File: src/rtl/mips_exc_ctrl_if.sv
// mips_exc_ctrl_if: EX-stage, CP0 and pipeline-control signals of the exception sequencer
interface mips_exc_ctrl_if #(parameter int ADDR_W = 32);
   logic              EX_VALID;
   logic [ADDR_W-1:0] EX_PC;
   logic              EX_BD;
   logic              EX_ADEL_I, EX_RI, EX_SYSCALL, EX_BREAK, EX_OV, EX_ADEL_D, EX_ADES_D;
   logic              EX_ERET;
   logic              EXC_OCCUR;
   logic [ADDR_W-1:0] EXC_NPC;
   logic              EXC_SET, EXC_ACK, EXC_CLR;
   logic [3:0]        EXC_CODE;
   logic [ADDR_W-1:0] EXC_EPC;
   logic              EXC_BD;
   logic              STALL, FLUSH, REDIRECT;
   logic [ADDR_W-1:0] REDIRECT_PC;
   logic              EXC_HANG;
   modport master (
      output EX_VALID, EX_PC, EX_BD, EX_ADEL_I, EX_RI, EX_SYSCALL, EX_BREAK, EX_OV,
             EX_ADEL_D, EX_ADES_D, EX_ERET, EXC_OCCUR, EXC_NPC,
      input  EXC_SET, EXC_ACK, EXC_CLR, EXC_CODE, EXC_EPC, EXC_BD, STALL, FLUSH,
             REDIRECT, REDIRECT_PC, EXC_HANG
   );
   modport slave (
      input  EX_VALID, EX_PC, EX_BD, EX_ADEL_I, EX_RI, EX_SYSCALL, EX_BREAK, EX_OV,
             EX_ADEL_D, EX_ADES_D, EX_ERET, EXC_OCCUR, EXC_NPC,
      output EXC_SET, EXC_ACK, EXC_CLR, EXC_CODE, EXC_EPC, EXC_BD, STALL, FLUSH,
             REDIRECT, REDIRECT_PC, EXC_HANG
   );
endinterface

File: src/rtl/mips_exc_ctrl.sv
// mips_exc_ctrl: sequences sync exceptions, ERET and CP0 interrupts through the CP0 request port
// Define EXC_WDT_EN to add the WAIT-state watchdog that raises the sticky EXC_HANG flag.
module mips_exc_ctrl #(
   parameter int ADDR_W  = 32,
   parameter int WDT_CYC = 16
) (
   input logic           CLK,
   input logic           RST_X,
   mips_exc_ctrl_if.slave bus
);
   typedef enum logic [2:0] {IDLE, REQ, WAIT, ACK, CLR, RET} state_t;
   state_t state_q, state_d;
   logic [3:0] code_q, code_d, exc_code;
   logic [ADDR_W-1:0] epc_q, epc_d;
   logic bd_q, bd_d, hang_q, hang_d;
   logic any_exc, live, take_exc, take_eret, take_int, flush, wdt_hit;
`ifdef EXC_WDT_EN
   localparam int CW = $clog2(WDT_CYC + 1);
   logic [CW-1:0] cnt_q, cnt_d;
   // counter restarts on every entry into WAIT
   assign cnt_d   = (state_q == WAIT) ? cnt_q + CW'(1) : '0;
   assign wdt_hit = state_q == WAIT && !bus.EXC_OCCUR && cnt_q == CW'(WDT_CYC - 1);
   always_ff @(posedge CLK)
      cnt_q <= !RST_X ? '0 : cnt_d;
`else
   assign wdt_hit = 1'b0;
`endif
   always_comb begin
      any_exc   = bus.EX_ADEL_I | bus.EX_RI | bus.EX_SYSCALL | bus.EX_BREAK |
                  bus.EX_OV | bus.EX_ADEL_D | bus.EX_ADES_D;
      exc_code  = bus.EX_ADEL_I ? 4'd4 : bus.EX_RI ? 4'd10 : bus.EX_SYSCALL ? 4'd8 :
                  bus.EX_BREAK ? 4'd9 : bus.EX_OV ? 4'd12 : bus.EX_ADEL_D ? 4'd4 : 4'd5;
      live      = RST_X && state_q == IDLE && bus.EX_VALID;
      take_exc  = live && any_exc;
      take_eret = live && !any_exc && bus.EX_ERET;
      take_int  = live && !any_exc && !bus.EX_ERET && bus.EXC_OCCUR;
      flush     = take_exc || take_eret || take_int;
      state_d   = state_q;
      code_d    = code_q;
      epc_d     = epc_q;
      bd_d      = bd_q;
      hang_d    = hang_q | wdt_hit;
      case (state_q)
         IDLE:    state_d = take_exc ? REQ : take_int ? WAIT : take_eret ? CLR : IDLE;
         REQ:     state_d = WAIT;
         WAIT:    state_d = bus.EXC_OCCUR ? ACK : wdt_hit ? IDLE : WAIT;
         ACK:     state_d = IDLE;
         CLR:     state_d = RET;
         RET:     state_d = bus.EXC_OCCUR ? ACK : IDLE;
         default: state_d = IDLE;
      endcase
      // ERET leaves the latched EPC alone so a pre-empted clear re-enters the same handler
      if (take_exc || take_int) begin
         code_d = take_exc ? exc_code : 4'd0;
         epc_d  = bus.EX_BD ? bus.EX_PC - ADDR_W'(4) : bus.EX_PC;
         bd_d   = bus.EX_BD;
      end
   end
   always_ff @(posedge CLK) begin
      if (!RST_X) begin
         state_q <= IDLE;
         code_q  <= '0;
         epc_q   <= '0;
         bd_q    <= 1'b0;
         hang_q  <= 1'b0;
      end else begin
         state_q <= state_d;
         code_q  <= code_d;
         epc_q   <= epc_d;
         bd_q    <= bd_d;
         hang_q  <= hang_d;
      end
   end
   assign bus.FLUSH       = flush;
   assign bus.STALL       = flush || state_q != IDLE;
   assign bus.EXC_SET     = state_q == REQ;
   assign bus.EXC_ACK     = state_q == ACK;
   assign bus.EXC_CLR     = state_q == CLR;
   assign bus.REDIRECT    = state_q == ACK || (state_q == RET && !bus.EXC_OCCUR);
   assign bus.REDIRECT_PC = bus.REDIRECT ? bus.EXC_NPC : '0;
   assign bus.EXC_CODE    = code_q;
   assign bus.EXC_EPC     = epc_q;
   assign bus.EXC_BD      = bd_q;
   assign bus.EXC_HANG    = hang_q;
endmodule

File: src/flat_wrapper.sv
// flat-port wrapper written by rule: the top's interface ports become plain ports
module mips_exc_ctrl_flat 
#(
   parameter int ADDR_W  = 32,
   parameter int WDT_CYC = 16
)
  (CLK, RST_X, bus_EX_VALID, bus_EX_PC, bus_EX_BD, bus_EX_ADEL_I, bus_EX_RI, bus_EX_SYSCALL, bus_EX_BREAK, bus_EX_OV, bus_EX_ADEL_D, bus_EX_ADES_D, bus_EX_ERET, bus_EXC_OCCUR, bus_EXC_NPC, bus_EXC_SET, bus_EXC_ACK, bus_EXC_CLR, bus_EXC_CODE, bus_EXC_EPC, bus_EXC_BD, bus_STALL, bus_FLUSH, bus_REDIRECT, bus_REDIRECT_PC, bus_EXC_HANG);
  mips_exc_ctrl_if #(.ADDR_W(ADDR_W)) bus_i ();
  input logic CLK;
  input logic RST_X;
  input wire logic [$bits(bus_i.EX_VALID)-1:0] bus_EX_VALID;
  input wire logic [$bits(bus_i.EX_PC)-1:0] bus_EX_PC;
  input wire logic [$bits(bus_i.EX_BD)-1:0] bus_EX_BD;
  input wire logic [$bits(bus_i.EX_ADEL_I)-1:0] bus_EX_ADEL_I;
  input wire logic [$bits(bus_i.EX_RI)-1:0] bus_EX_RI;
  input wire logic [$bits(bus_i.EX_SYSCALL)-1:0] bus_EX_SYSCALL;
  input wire logic [$bits(bus_i.EX_BREAK)-1:0] bus_EX_BREAK;
  input wire logic [$bits(bus_i.EX_OV)-1:0] bus_EX_OV;
  input wire logic [$bits(bus_i.EX_ADEL_D)-1:0] bus_EX_ADEL_D;
  input wire logic [$bits(bus_i.EX_ADES_D)-1:0] bus_EX_ADES_D;
  input wire logic [$bits(bus_i.EX_ERET)-1:0] bus_EX_ERET;
  input wire logic [$bits(bus_i.EXC_OCCUR)-1:0] bus_EXC_OCCUR;
  input wire logic [$bits(bus_i.EXC_NPC)-1:0] bus_EXC_NPC;
  output wire logic [$bits(bus_i.EXC_SET)-1:0] bus_EXC_SET;
  output wire logic [$bits(bus_i.EXC_ACK)-1:0] bus_EXC_ACK;
  output wire logic [$bits(bus_i.EXC_CLR)-1:0] bus_EXC_CLR;
  output wire logic [$bits(bus_i.EXC_CODE)-1:0] bus_EXC_CODE;
  output wire logic [$bits(bus_i.EXC_EPC)-1:0] bus_EXC_EPC;
  output wire logic [$bits(bus_i.EXC_BD)-1:0] bus_EXC_BD;
  output wire logic [$bits(bus_i.STALL)-1:0] bus_STALL;
  output wire logic [$bits(bus_i.FLUSH)-1:0] bus_FLUSH;
  output wire logic [$bits(bus_i.REDIRECT)-1:0] bus_REDIRECT;
  output wire logic [$bits(bus_i.REDIRECT_PC)-1:0] bus_REDIRECT_PC;
  output wire logic [$bits(bus_i.EXC_HANG)-1:0] bus_EXC_HANG;
  assign bus_i.EX_VALID = bus_EX_VALID;
  assign bus_i.EX_PC = bus_EX_PC;
  assign bus_i.EX_BD = bus_EX_BD;
  assign bus_i.EX_ADEL_I = bus_EX_ADEL_I;
  assign bus_i.EX_RI = bus_EX_RI;
  assign bus_i.EX_SYSCALL = bus_EX_SYSCALL;
  assign bus_i.EX_BREAK = bus_EX_BREAK;
  assign bus_i.EX_OV = bus_EX_OV;
  assign bus_i.EX_ADEL_D = bus_EX_ADEL_D;
  assign bus_i.EX_ADES_D = bus_EX_ADES_D;
  assign bus_i.EX_ERET = bus_EX_ERET;
  assign bus_i.EXC_OCCUR = bus_EXC_OCCUR;
  assign bus_i.EXC_NPC = bus_EXC_NPC;
  assign bus_EXC_SET = bus_i.EXC_SET;
  assign bus_EXC_ACK = bus_i.EXC_ACK;
  assign bus_EXC_CLR = bus_i.EXC_CLR;
  assign bus_EXC_CODE = bus_i.EXC_CODE;
  assign bus_EXC_EPC = bus_i.EXC_EPC;
  assign bus_EXC_BD = bus_i.EXC_BD;
  assign bus_STALL = bus_i.STALL;
  assign bus_FLUSH = bus_i.FLUSH;
  assign bus_REDIRECT = bus_i.REDIRECT;
  assign bus_REDIRECT_PC = bus_i.REDIRECT_PC;
  assign bus_EXC_HANG = bus_i.EXC_HANG;
  mips_exc_ctrl #(.ADDR_W(ADDR_W), .WDT_CYC(WDT_CYC)) u_core (.CLK(CLK), .RST_X(RST_X), .bus(bus_i));
endmodule
File: config.mk
export PLATFORM = sky130hd
export DESIGN_NAME = mips_exc_ctrl_flat
export DESIGN_NICKNAME = d
export VERILOG_FILES = /design/src/rtl/mips_exc_ctrl_if.sv /design/src/rtl/mips_exc_ctrl.sv /design/src/flat_wrapper.sv
export SDC_FILE = /design/constraint.sdc
export NUM_CORES = 1
export LEC_CHECK = 0
export BUFFER_PORTS_ARGS = -buffer_cell sky130_fd_sc_hd__buf_4
export CAP_MARGIN = 30
export CELL_PAD_IN_SITES_DETAIL_PLACEMENT = 1
export CELL_PAD_IN_SITES_GLOBAL_PLACEMENT = 2
export CORE_ASPECT_RATIO = 0.9
export CORE_MARGIN = 2
export CORE_UTILIZATION = 21
export CTS_CLUSTER_SIZE = 25
export DETAILED_ROUTE_END_ITERATION = 7
export PLACE_DENSITY_LB_ADDON = 0.1
export SYNTH_ARGS = -nofsm -noshare
export SYNTH_HDL_FRONTEND = slang
export SYNTH_SLANG_ARGS = --single-unit
export TNS_END_PERCENT = 5
File: constraint.sdc
create_clock -name CLK -period 2.4 [get_ports CLK]
set_input_delay 0.24 -clock CLK [delete_from_list [all_inputs] [get_ports CLK]]
set_output_delay 0.24 -clock CLK [all_outputs]
set_load 0.03 [all_outputs]
==> qor.csv, run 1 <==
stage,metric,value,unit
clocking,cts_buffers,5,
synthesis,ys_ff_latch,40,
floorplan,die_y,104,um
floorplan,die_width,115,um
timing,setup_tns,0,ps
clocking,clk_pin_slew,60,ps
grt,grt_util_all_layers,14.0,%
setup_path,cpLargestDelayFamily,simple AND/OR/NAND/NOR gates,
clocking,ctsHoldBuffers,0,
floorplan,core,10800,sq um
hold_path,hold_path_class,in2reg,
grt,antenna_found_initial,0,
setup_path,cpPeakStageDelay,400,ps
cells_and_area,drive_above_1_share,39.6,%
timing,max_freq,506,MHz
synthesis,syn_avg_cell_area,7.81,sq um
setup_path,cp.buffers_inverters,1,
timing,skew,5.10,ps
grt,grt_start_max_net_pins,57,
cells_and_area,nFillCells,1314,
synthesis,synthCells,297,
floorplan,initial_core_util,21.4,%
hold_path,hp-start,bus_EX_PC[0],
synthesis,yosysWarnings,0,
status,status,"finished, final reports clean",
clocking,postCtsSetupRepairBufs,0,
detailed_routing,vias,2615,
setup_path,r2r_start,u_core.state_q[2]$_SDFF_PN0_,
setup_path,path_class,reg2out,
floorplan,rows,36,
synthesis,ys_types,40,
cells_and_area,final_util,34.8,%
timing,relSlewSlack,49.5,%
detailed_routing,drcViolationCount,0,
grt,grt_pass1_vias,2585,
synthesis,async_flop_share,0,%
grt,overflow,0,
synthesis,syn_area,2320,sq um
detailed_routing,firstDrtPassIters,4,
setup_path,start_kind,flop,
detailed_routing,avgViaCountPerCell,4.59,
job,drv_cap,0,
floorplan,die_area,11900,sq um
timing,period_needed,1980,ps
cells_and_area,final_common_cell,buf_4,
timing,fin_crit_sh,82.4,%
floorplan,ioPinCount,153,
timing,setup_violations,0,
setup_path,crit_path_top_delay_cell,dfxtp_1,
timing,report.final.slew_viol_count,0,
place,hpwl,6570,um
clocking,h-tree-depth,2,
clocking,cts_max_path_buffers,2,
synthesis,synth_edf_count,0,
cells_and_area,layout_common_cells,"156 x buf_4, 40 x dfxtp_1, 36 x and3_1",
cells_and_area,antenna_cells,0,
power,ir_drop,0.000333,V
synthesis,synthesis.nets,375,
setup_path,cp_max_fo,10,
clocking,post_cts_resized,0,
power,leakage,1.76,nW
setup_path,end_kind,primary output,
setup_path,worstPathCellList,nor3_1 > nand3_1 > a21oi_1 > nand2b_1 > buf_4,
setup_path,cp.depth,5,
timing,tightest_slew,757,ps
setup_path,reg2reg_depth,6,
timing,finalHoldViolCount,0,
synthesis,ys_seq_area_share,34.5,%
place,io_buffers,151,
power,power.density,558,nW/um^2
detailed_routing,wl_per_cell,15.2,um
clocking,cts_sinks,40,
cells_and_area,area_growth_syn_to_layout,62.2,%
place,gp_congestion,0.720,
hold_path,hold_depth,3,
detailed_routing,totalWireLength,8640,um
cells_and_area,multi_input_area,1410,sq um
setup_path,reg2reg_to,u_core.bus.EXC_EPC[14]$_SDFFE_PN0P_,
clocking,cts_root_buf,clkbuf_16,
clocking,insertion_delay,280,ps
grt,grt_pass1_wl,13500,um
hold_path,whs_endpoint,u_core.bus.EXC_EPC[0]$_SDFFE_PN0P_,
cells_and_area,seq_area,801,sq um
detailed_routing,drt_iter0_drc,86,
setup_path,r2r_setup_slack,590,ps
timing,rsz0062_at_grt,false,
synthesis,synth_ff_type,dfxtp_1,
cells_and_area,fin_nets,514,
setup_path,crit_required,2160,ps
clocking,cts_tree,built,
setup_path,cp.arrival,1740,ps
detailed_routing,postRouteAntennaNets,0,
Yosys cell counts (2+ instances only):
cell type | instances | area share (%)
a211oi_1 | 10 | 3.2
a21oi_1 | 20 | 4.3
a22oi_1 | 2 | 0.65
a311oi_1 | 2 | 0.76
a31oi_1 | 2 | 0.54
and3_1 | 36 | 9.7
buf_1 | 3 | 0.49
buf_2 | 2 | 0.43
buf_4 | 2 | 0.65
clkbuf_1 | 18 | 2.9
dfxtp_1 | 40 | 35
inv_1 | 5 | 0.81
mux2i_1 | 2 | 0.86
nand2_1 | 14 | 2.3
nand2b_1 | 5 | 1.3
nand3_1 | 8 | 1.7
nand4_1 | 4 | 1.1
nand4b_1 | 3 | 1.1
nor2_1 | 32 | 5.2
nor3_1 | 11 | 2.4
nor3b_1 | 2 | 0.65
nor3b_2 | 2 | 1.1
nor4_1 | 2 | 0.54
o21ai_0 | 24 | 5.2
o31ai_1 | 2 | 0.65
or3_1 | 2 | 0.54
or4_1 | 4 | 1.3
or4_4 | 2 | 0.97
xnor2_1 | 11 | 4.2
xor2_1 | 15 | 5.7
report_power, final:
group	internal, mW	total, mW	switching, mW	leakage, nW
Combinational	0.234	0.558	0.324	1.34
Clock	0.521	0.798	0.277	0.0871
Sequential	0.718	0.744	0.0265	0.328
Total	1.47	2.10	0.627	1.76
stage by stage:
step / hold WS (ps) / instances / area, sq um / setup slack [ps] / power (mW)
floorplan: 376 / 297 / 2320 / 436 / 1.05
global route: 204 / 570 / 3760 / 266 / 2.22
finish: 207 / 570 / 3760 / 422 / 2.10
global placement: 445 / 562 / 3580 / 300 / 1.32
CTS: 198 / 570 / 3760 / 368 / 2.14
detailed placement: 453 / 562 / 3580 / 257 / 1.32
cells by family (layout without fill, tap and decap cells):
group           count (synthesis)  after routing  synth area share, %
simple gates                  132            132                 32.4
compound gates                 65             65                 16.4
flops                          40             40                 34.5
buf+inv                        30            170                 5.29
xor+xnor                       26             26                 9.82
mux                             2              2                0.863
fa+ha+maj                       1              1                0.540
other cells                     1              1                0.162
layout make-up:
| type | instances | share of cell area [%] |
|---|---|---|
| clock buffers | 6 | 3.69 |
| flip-flops and latches | 40 | 21.3 |
| well taps | 133 | 4.42 |
| inverters | 5 | 0.499 |
| multi-input cells | 227 | 37.4 |
| repair buffers | 157 | 31.7 |
| clock inverters | 2 | 1.03 |
state kept, by name, indices dropped and copies added (netlist names):
signal and count:
u_core.bus.EXC_CODE 4, u_core.bus.EXC_BD 1, u_core.state_q 3, u_core.bus.EXC_EPC 32
layer usage:
| layer | global-route usage (%) | vias up | routed length, um |
|---|---|---|---|
| li1 | - | 1334 | - |
| met1 | 18.1 | 1193 | 3830 |
| met2 | 22.7 | 84 | 4100 |
| met3 | 4.10 | 4 | 637 |
| met4 | 3.18 | 0 | 74 |
| met5 | 0 | - | 0 |
worst max path at each step:
stage | to | slack (ps) | start
2_1_floorplan | bus_STALL | 440 | u_core.state_q[2]$_SDFF_PN0_
4_1_cts | bus_STALL | 370 | u_core.state_q[2]$_SDFF_PN0_
5_1_grt | bus_STALL | 270 | u_core.state_q[2]$_SDFF_PN0_
3_3_place_gp | u_core.bus.EXC_EPC[27]$_SDFFE_PN0P_ | 300 | bus_EX_PC[16]
6_report | bus_STALL | 420 | u_core.state_q[2]$_SDFF_PN0_
3_5_place_dp | u_core.bus.EXC_EPC[27]$_SDFFE_PN0P_ | 260 | bus_EX_PC[16]
worst reg2reg max path, delay by kind of cell (launching register included):
family | cells | cell delay (ps)
AO/OA/AOI/OAI | 2 | 420
buffers and inverters | 1 | 240
flip-flops | 1 | 400
AND/OR/NAND/NOR | 3 | 650
(Power assumes the default switching activity.)
==> inputs of run 2 (changes only) <==
--- a/config.mk
+++ b/config.mk
@@ -11,7 +11,7 @@
 export CELL_PAD_IN_SITES_GLOBAL_PLACEMENT = 2
 export CORE_ASPECT_RATIO = 0.9
 export CORE_MARGIN = 2
-export CORE_UTILIZATION = 21
+export CORE_UTILIZATION = 19
 export CTS_CLUSTER_SIZE = 25
 export DETAILED_ROUTE_END_ITERATION = 7
 export PLACE_DENSITY_LB_ADDON = 0.1
==> constraint.sdc (replaced) <==
create_clock -name CLK -period 1.75 [get_ports CLK]
set_input_delay 0.175 -clock CLK [delete_from_list [all_inputs] [get_ports CLK]]
set_output_delay 0.175 -clock CLK [all_outputs]
set_load 0.03 [all_outputs]
==> run 2 against run 1 <==
  * First-iteration DRC count down 5.8%
  * Worst setup slack worse by 380 ps
  * Worst hold slack worse by 62 ps
  * Critical endpoint is now bus_REDIRECT_PC[29]
  * Clock-buffer cell count down 1
  * Wire length up 7.1%
  * Sequential share of layout area down 2.5 points
  * Sequential cell count unchanged
  * Sequential power up 37%
  * Global-route usage down 0.18 points
  * Combinational power up 54%
  * Cell area up 14%
  * Utilization up 1.0 points
==> qor.csv, run 2 (same netlist as run 1, synthesis figures left out) <==
stage,metric,value,unit
floorplan,ioPinCount,153,
place,gp_congestion,0.789,
job,drv_cap,0,
clocking,insertion_delay,280,ps
power,leakage,1.94,nW
setup_path,cp.buffers_inverters,3,
clocking,cts_buffers,5,
power,intPower,2.04,mW
detailed_routing,drcViolationCount,0,
timing,setup_violations,0,
power,ir_drop,0.000443,V
cells_and_area,fin_nets,547,
setup_path,worstPathCellList,buf_6 > nand2_4 > mux2i_4 > buf_8 > and3_4 > buf_6,
cells_and_area,drive_above_1_share,47.7,%
setup_path,crit_path_top_delay_cell,dfxtp_4,
timing,report.final.slew_viol_count,0,
grt,grt_util_all_layers,13.8,%
timing,fin_crit_sh,97.7,%
floorplan,core,12000,sq um
detailed_routing,vias,2793,
floorplan,die_y,109,um
setup_path,cp.arrival,1540,ps
hold_path,hold_path_class,in2reg,
timing,skew,6.62,ps
detailed_routing,totalWireLength,9250,um
power,netSwitchingPower,883,uW
clocking,h-tree-depth,2,
timing,rsz0062_at_grt,true,
floorplan,die_width,120,um
power,pwr-share-comb,29.4,%
place,io_buffers,151,
grt,grt_pass1_vias,2823,
clocking,cts_max_path_buffers,2,
place,hpwl,7290,um
clocking,clk_pin_slew,60,ps
detailed_routing,firstDrtPassIters,4,
floorplan,initial_core_util,19.4,%
timing,finalHoldViolCount,0,
setup_path,cpPeakStageDelay,380,ps
timing,max_freq,585,MHz
power,p_clk_share,35.6,%
cells_and_area,area_growth_syn_to_layout,85.1,%
timing,setup_ws,40.0,ps
timing,period_needed,1710,ps
place,dp_slack,-194,ps
clocking,cts_sinks,40,
status,status,"finished, final reports clean",
setup_path,r2r_setup_slack,270,ps
setup_path,cp_max_fo,17,
clocking,cts_tree,built,
power,p_seq_share,35.0,%
grt,antenna_found_initial,0,
cells_and_area,layout_common_cells,"150 x buf_4, 38 x dfxtp_1, 37 x buf_6",
cells_and_area,final_common_cell,buf_4,
cells_and_area,largest_register_ffs,32,
setup_path,crit_required,1570,ps
grt,grt_pass1_wl,14500,um
setup_path,path_common_cell,buf_6,
detailed_routing,drt_iter0_drc,81,
setup_path,start_kind,flop,
setup_path,end_kind,primary output,
cells_and_area,antenna_cells,0,
power,p_sw_share,30.2,%
clocking,ctsHoldBuffers,0,
floorplan,die_area,13100,sq um
setup_path,cpLargestDelayFamily,buffers and inverters,
floorplan,rows,38,
timing,hold_slack,145,ps
detailed_routing,wl_per_cell,14.7,um
grt,overflow,0,
grt,grt_start_max_net_pins,41,
setup_path,path_class,reg2out,
timing,setup_tns,0,ps
clocking,cts_root_buf,clkbuf_16,
detailed_routing,avgViaCountPerCell,4.43,
detailed_routing,postRouteAntennaNets,0,
power,power.density,682,nW/um^2
-- run 2: cell count changes in the layout (fill, tap and decap cells not counted), moves of 2 or more --
cell,previous run,this run
and3_1,36,25
and3_4,0,11
buf_4,156,150
buf_6,0,37
dfxtp_1,40,38
-- run 2: worst min-delay path, cell delays in order --
cell	delay (ps)
buf_4	110
nand2_1	50
a21oi_1	50
-- run 2: power groups by stage --
stage / registers [mW] / logic [mW] / clock network [mW]
after floorplan: 1.17 / 0.270 / 0
after global placement: 1.04 / 0.821 / 0
after detailed placement: 1.04 / 0.829 / 0
after CTS: 1.02 / 0.876 / 1.09
after global routing: 1.03 / 0.938 / 1.14
final: 1.02 / 0.860 / 1.04
-- run 2: timing repair --
action / in CTS / in global routing
gates cloned: 1 / 0
setup buffers: 2 / 4
pin swaps: 2 / 5
endpoints found under the setup margin: 35 / 35
resized for setup: 48 / 13
-- run 2: final timing paths --
path | start | endpoint | depth (start not counted)
setup / recovery | u_core.state_q[2]$_SDFF_PN0_ | bus_REDIRECT_PC[29] | 6
hold / removal | bus_EX_PC[1] | u_core.bus.EXC_EPC[1]$_SDFFE_PN0P_ | 3
setup reg to reg | u_core.state_q[1]$_SDFF_PN0_ | u_core.bus.EXC_EPC[14]$_SDFFE_PN0P_ | 6
hold reg to reg | u_core.bus.EXC_CODE[2]$_SDFFE_PN0P_ | u_core.bus.EXC_CODE[2]$_SDFFE_PN0P_ | 2
-- run 2: cell type report --
class / instances / area (sq um)
Fill cell: 1448 / 7690
Clock buffer: 5 / 125
Tap cell: 160 / 200
Inverter: 5 / 18.8
Timing Repair Buffer: 190 / 1600
Multi-Input combinational cell: 227 / 1500
Sequential cell: 40 / 806
Clock inverter: 3 / 42.5
-- run 2: routing by layer --
metal  up-vias  track usage [%]  routed length (um)
li1       1401                -                   -
met4         0             2.57                  31
met5         -                0                   0
met2        66             24.9                4710
met3         2             3.50                 501
met1      1324             16.7                4000
-- run 2: stage by stage --
stage                     total power, mW  area (sq um)  utilization [%]  std cells
after floorplan                      1.44          2320                -        297
after global placement               1.86          3860             32.2        617
after detailed placement             1.87          3860             32.2        617
after CTS                            2.99          4250             35.4        628
after global routing                 3.11          4290             35.8        630
final                                2.93          4290             35.8        630
